--- src/rtl/witf_pkg.sv ---
// witf_pkg: shared definitions for the write-in-flight table.
//   REG_ADDR_BUS : architectural register-address width (the RegAddrBus define)
//   reg_addr_t   : register-address type
//   REG_ZERO     : index of the hard-wired zero register
//   src_hit()    : one source-operand comparison, zero register never hits
package witf_pkg;

    localparam int REG_ADDR_BUS = 5;

    typedef logic [REG_ADDR_BUS-1:0] reg_addr_t;

    localparam reg_addr_t REG_ZERO = 5'd0;

    // x0 is never a real producer, so a zero source can never be a hazard.
    function automatic logic src_hit(input reg_addr_t entry, input reg_addr_t src);
        return (src != REG_ZERO) && (entry == src);
    endfunction

endpackage

--- src/rtl/witf_cam.sv ---
// witf_cam: hazard lookup for the write-in-flight table.
// Compares every slot against both decode sources and masks out slots that
// are not currently in flight.
//   entries : all DEPTH stored destination registers (slot-indexed)
//   head    : slot index of the oldest valid entry
//   cnt     : number of valid entries starting at head
//   rs1/rs2 : source registers being read by decode
//   is_raw  : 1 when any valid entry matches a nonzero source
module witf_cam
    import witf_pkg::*;
#(
    parameter int DEPTH = 4,
    parameter int AW    = $clog2(DEPTH)
) (
    input  logic [DEPTH-1:0][REG_ADDR_BUS-1:0] entries,
    input  logic [AW-1:0]                      head,
    input  logic [AW:0]                        cnt,
    input  logic [REG_ADDR_BUS-1:0]            rs1,
    input  logic [REG_ADDR_BUS-1:0]            rs2,
    output logic                               is_raw
);

    logic [DEPTH-1:0] valid_s;
    logic [DEPTH-1:0] hit_s;

    // Slot i is valid when its distance from head (mod DEPTH) is below cnt.
    always_comb begin
        valid_s = {DEPTH{1'b0}};
        for (int i = 0; i < DEPTH; i++) begin
            logic [AW-1:0] off;
            off        = AW'(i) - head;
            valid_s[i] = ({1'b0, off} < cnt);
        end
    end

    // Per-slot comparators against both sources, qualified by the valid mask.
    always_comb begin
        hit_s = {DEPTH{1'b0}};
        for (int i = 0; i < DEPTH; i++) begin
            if (valid_s[i]) begin
                hit_s[i] = src_hit(entries[i], rs1) || src_hit(entries[i], rs2);
            end else begin
                hit_s[i] = 1'b0;
            end
        end
    end

    assign is_raw = |hit_s;

endmodule

--- src/rtl/witf.sv ---
// witf: write-in-flight table (register-hazard scoreboard behind decode).
// Circular buffer of in-flight destination registers: decode pushes at the
// tail, writeback retires at the head, a flush with kill removes the youngest.
//   clk, rst              : clock, asynchronous active-high reset
//   disp_en, rd           : push request and destination register
//   rs1, rs2              : decode source registers for the hazard lookup
//   isRAW                 : read-after-write hazard on rs1/rs2
//   witf_full/empty/cnt   : occupancy, combinational from registered state
//   wb_en, wb_rd          : in-order retire and register being written back
//   flush_pipeline,kill_en: flush; with kill_en the youngest entry is removed
//   witf_err              : sticky protocol-violation flag
module witf
    import witf_pkg::*;
#(
    parameter int DEPTH = 4,
    parameter int AW    = $clog2(DEPTH)
) (
    input  logic                    clk,
    input  logic                    rst,
    input  logic                    disp_en,
    input  logic [REG_ADDR_BUS-1:0] rd,
    input  logic [REG_ADDR_BUS-1:0] rs1,
    input  logic [REG_ADDR_BUS-1:0] rs2,
    output logic                    isRAW,
    output logic                    witf_full,
    output logic                    witf_empty,
    output logic [AW:0]             witf_cnt,
    input  logic                    wb_en,
    input  logic [REG_ADDR_BUS-1:0] wb_rd,
    input  logic                    flush_pipeline,
    input  logic                    kill_en,
    output logic                    witf_err
);

    localparam logic [AW-1:0] PTR_ONE  = AW'(1'b1);
    localparam logic [AW:0]   CNT_ZERO = (AW + 1)'(1'b0);
    localparam logic [AW:0]   CNT_ONE  = (AW + 1)'(1'b1);
    localparam logic [AW:0]   CNT_FULL = (AW + 1)'(DEPTH);

    logic [DEPTH-1:0][REG_ADDR_BUS-1:0] mem_q, mem_d;
    logic [AW-1:0]                      head_q, head_d;
    logic [AW-1:0]                      tail_q, tail_d;
    logic [AW:0]                        cnt_q, cnt_d;
    logic                               err_q, err_d;

    logic full_s;
    logic empty_s;
    logic kill_req_s;
    logic kill_blocked_s;
    logic do_push_s;
    logic do_retire_s;
    logic do_kill_s;
    logic head_mismatch_s;
    logic err_event_s;

    // Event qualification and protocol-violation detection.
    always_comb begin
        full_s          = (cnt_q == CNT_FULL);
        empty_s         = (cnt_q == CNT_ZERO);
        kill_req_s      = flush_pipeline & kill_en;
        do_retire_s     = wb_en & ~empty_s;
        // With one entry, retire and kill target the same slot: retire wins.
        kill_blocked_s  = kill_req_s & do_retire_s & (cnt_q == CNT_ONE);
        do_kill_s       = kill_req_s & ~empty_s & ~kill_blocked_s;
        // A kill always suppresses a same-cycle push, even with nothing to kill.
        do_push_s       = disp_en & ~full_s & ~kill_req_s;
        head_mismatch_s = (mem_q[head_q] != wb_rd);
        err_event_s     = (disp_en & (full_s | kill_req_s))
                        | (wb_en & empty_s)
                        | (do_retire_s & head_mismatch_s)
                        | kill_blocked_s;
    end

    // Next-state computation for storage, pointers, count and error flag.
    always_comb begin
        mem_d  = mem_q;
        head_d = head_q;
        tail_d = tail_q;
        err_d  = err_q | err_event_s;

        if (do_push_s) begin
            mem_d[tail_q] = rd;
            tail_d        = tail_q + PTR_ONE;
        end else if (do_kill_s) begin
            tail_d = tail_q - PTR_ONE;
        end else begin
            tail_d = tail_q;
        end

        if (do_retire_s) begin
            head_d = head_q + PTR_ONE;
        end else begin
            head_d = head_q;
        end

        cnt_d = cnt_q + (AW + 1)'(do_push_s)
                      - (AW + 1)'(do_retire_s)
                      - (AW + 1)'(do_kill_s);
    end

    // State registers with asynchronous reset.
    always_ff @(posedge clk or posedge rst) begin
        if (rst) begin
            mem_q  <= '{default: '0};
            head_q <= {AW{1'b0}};
            tail_q <= {AW{1'b0}};
            cnt_q  <= CNT_ZERO;
            err_q  <= 1'b0;
        end else begin
            mem_q  <= mem_d;
            head_q <= head_d;
            tail_q <= tail_d;
            cnt_q  <= cnt_d;
            err_q  <= err_d;
        end
    end

    witf_cam #(
        .DEPTH (DEPTH),
        .AW    (AW)
    ) u_cam (
        .entries (mem_q),
        .head    (head_q),
        .cnt     (cnt_q),
        .rs1     (rs1),
        .rs2     (rs2),
        .is_raw  (isRAW)
    );

    assign witf_full  = full_s;
    assign witf_empty = empty_s;
    assign witf_cnt   = cnt_q;
    assign witf_err   = err_q;

endmodule

--- config.mk ---
export PLATFORM = sky130hd
export DESIGN_NAME = witf
export DESIGN_NICKNAME = d
export VERILOG_FILES = /design/src/rtl/witf_pkg.sv /design/src/rtl/witf_cam.sv /design/src/rtl/witf.sv
export SDC_FILE = /design/constraint.sdc
export NUM_CORES = 1
export LEC_CHECK = 0
export CAP_MARGIN = 20
export CORE_ASPECT_RATIO = 2
export CORE_MARGIN = 2
export CORE_UTILIZATION = 40
export DETAILED_ROUTE_END_ITERATION = 12
export DONT_BUFFER_PORTS = 1
export GPL_TIMING_DRIVEN = 0
export SKIP_LAST_GASP = 1
export SLEW_MARGIN = 10
export SYNTH_ARGS = -nofsm -noshare
export SYNTH_HDL_FRONTEND = slang
export SYNTH_SLANG_ARGS = --single-unit
--- constraint.sdc ---
create_clock -name clk -period 4.2 [get_ports clk]
set_input_delay 0 -clock clk [delete_from_list [all_inputs] [get_ports clk]]
set_output_delay 0 -clock clk [all_outputs]
set_load 0.01 [all_outputs]
==> out/results.ini <==
[routing]
postRouteAntennaNets=0
finalWirelength_um=4320
dr.pass1.iters=4
wl_per_cell_um=16.5
drtIter0Drc=47
via_per_inst=5.49
drc=0
vias=1434

[grt]
first_global_vias=1389
grt_max_degree=29
grt_first_pass_wirelength_um=7040
antenna_found_initial=0
overflow=0
grt_usage=0.165

[sta]
slew_viol_final=0
period_needed_ns=2.64
fin_crit_sh=0.629
worst_slack_ns=1.56
hold_violations=0
slew_headroom=0.698
finClkSkew_ns=0.00177
worstMarginPinSlew_ns=0.450
finalSetupViolCount=0
fmax_mhz=378
finalSetupTns_ns=0
holdWs_ns=0.0552
rsz0062_at_grt=no

[die]
floorplan.initialDensity=0.408
ios=33
die_width_um=54.7
core-area_um2=5050
die_area_um2=5770
die_h_um=105
placementRows=37

[clocking]
clk_pin_slew_ns=0.10
clock_sinks=28
clock_latency_ns=0.27
cts_inserted_buffers=3
post_cts_resized=0
cts_tree=yes
clockRootBuffer=clkbuf_8
htree_levels=1
cts_buffer_depth=2

[cells_and_area]
layout-drive-gt1-share=0.207
final_util=0.457
fillers=489
n_antenna_cell=0
post_layout_nonfiller_instances=261
final_cell_area_um2=2310
syn_to_final_growth_pct=12.2
fin_nets=238

[synthesis]
syn-num-nets=224
syn-cell-area_um2=2060
synth.ff_latch_count=28
synth_cell_types=36
syn_area_per_cell_um2=10.8
yosys_warnings=0
synth_largest_area_cell=dfrtp_1
synthTopCellsByArea=dfrtp_1 (34%), xnor2_1 (14%), mux2_2 (11%)
yosysSeqAreaShare=0.341
synth_top_cell_area_share=0.341
synth_cells=190

[placed_design]
numPortBuffers=0
dp_hpwl_um=3440
numPlacedInstances=248
place_congestion=0.771
dpl_cell_area_um2=2130
pre_cts_slack_ns=1.54

[worst_setup_path]
worstPathRequired_ns=4.40
start_kind=flip-flop
crit_arrival_ns=2.84
worstPathMaxFanout=8
criticalPathCategory=flip-flop to flip-flop
endpoint_kind=flip-flop
r2r_cells=10

[power]
power.density_nw_per_um2=728
ir_worst_vdd_mv=0.414
fin_total_pwr_mw=1.68
p_leak_nw=0.941

[flow_run]
drv_cap=0

[min_path]
hold_class=input pin to flip-flop
whs_path_depth=4

[status]
status=completed

## logic make-up after synthesis
kind of cell,synth area share
AO/OA/AOI/OAI,0.0328
multiplexers,0.175
adder cells (fa/ha/maj),0.0523
XOR/XNOR,0.221
buffers and inverters,0.0541
AND/OR/NAND/NOR,0.124
flip-flops,0.341
## cells in the mapped netlist
cell type,count
a211oi_1,1
a21oi_1,6
and3_1,1
buf_2,5
buf_4,1
buf_6,2
clkbuf_1,6
dfrtp_1,28
fa_1,1
ha_1,7
inv_1,8
inv_2,1
mux2_2,20
mux2i_1,1
mux4_1,3
mux4_2,2
nand2_1,5
nand2b_1,1
nand3_1,10
nand3_2,1
nand3b_1,2
nand4_1,1
nor2_1,3
nor2_2,1
nor2_4,1
nor3_1,2
nor3b_4,1
nor4_1,8
o21ai_1,1
o22ai_1,4
or2b_1,1
or2b_2,1
or4_1,1
or4_4,1
xnor2_1,34
xor2_1,18
## cell usage in the layout, fill, tap and decap left out, types with 3 or more instances in the layout
cell,netlist,layout
nor2_1,3,3
xor2_1,18,18
dlygate4sd3_1,0,8
nand2_1,5,5
mux4_1,3,3
ha_1,7,7
clkbuf_1,6,6
a21oi_1,6,6
nor4_1,8,8
buf_2,5,5
xnor2_1,34,34
nand3_1,10,10
mux2_2,20,20
clkbuf_8,0,3
o22ai_1,4,4
inv_1,8,7
dfrtp_1,28,28
## critical path: stages, from the launching register on
cell	delay, ns
dfrtp_1	0.42
buf_2	0.19
nor3_1	0.42
nand2b_1	0.24
inv_1	0.09
fa_1	0.51
inv_1	0.05
ha_1	0.17
ha_1	0.18
xnor2_1	0.16
xnor2_1	0.13
## routing by layer
layer  vias to the layer above  wire, um  track usage
li1                        683         -            -
met1                       721      1930        0.239
met2                        28      2180        0.256
met3                         2       171       0.0227
met4                         0        31       0.0375
met5                         -         0            0
## state kept, by name (all words and copies together), names as in the netlist
signal	count
mem_q	20
witf_err	1
head_q	2
tail_q	2
witf_cnt	3
## path summary, 6_finish.rpt
path                            slack (ns)               endpoint                   from
worst max-delay path                  1.56  witf_cnt[2]$_DFF_PP0_  witf_cnt[2]$_DFF_PP0_
worst max register to register        1.56  witf_cnt[2]$_DFF_PP0_  witf_cnt[2]$_DFF_PP0_
min in group asynchronous             0.08  witf_cnt[1]$_DFF_PP0_                    rst
worst min register to register        0.57     witf_err$_DFF_PP0_     witf_err$_DFF_PP0_
worst min-delay path                  0.06     witf_err$_DFF_PP0_                  wb_en
max in group asynchronous             3.75  mem_q[19]$_DFFE_PP0P_                    rst
## what timing repair did
item / 4_1_cts / 5_1_grt
setup buffers: 0 / 0
endpoints found under the hold margin: 50 / 0
hold buffers: 8 / 0
## power breakdown
part / switching, mW / internal, mW
clock network: 0.0834 / 0.128
logic: 0.372 / 0.483
registers: 0.208 / 0.406
total: 0.663 / 1.02
## layout make-up
cell class                      instances  area [um2]  share of cell area
Buffer                                 14        77.6              0.0336
Clock buffer                            3        41.3              0.0179
Clock inverter                          1        30.0              0.0130
Inverter                                9        33.8              0.0146
Multi-Input combinational cell        139        1240               0.539
Sequential cell                        28         701               0.304
Tap cell                               58        72.6              0.0314
Timing Repair Buffer                    9         108              0.0466
(Power assumes the default switching activity.)
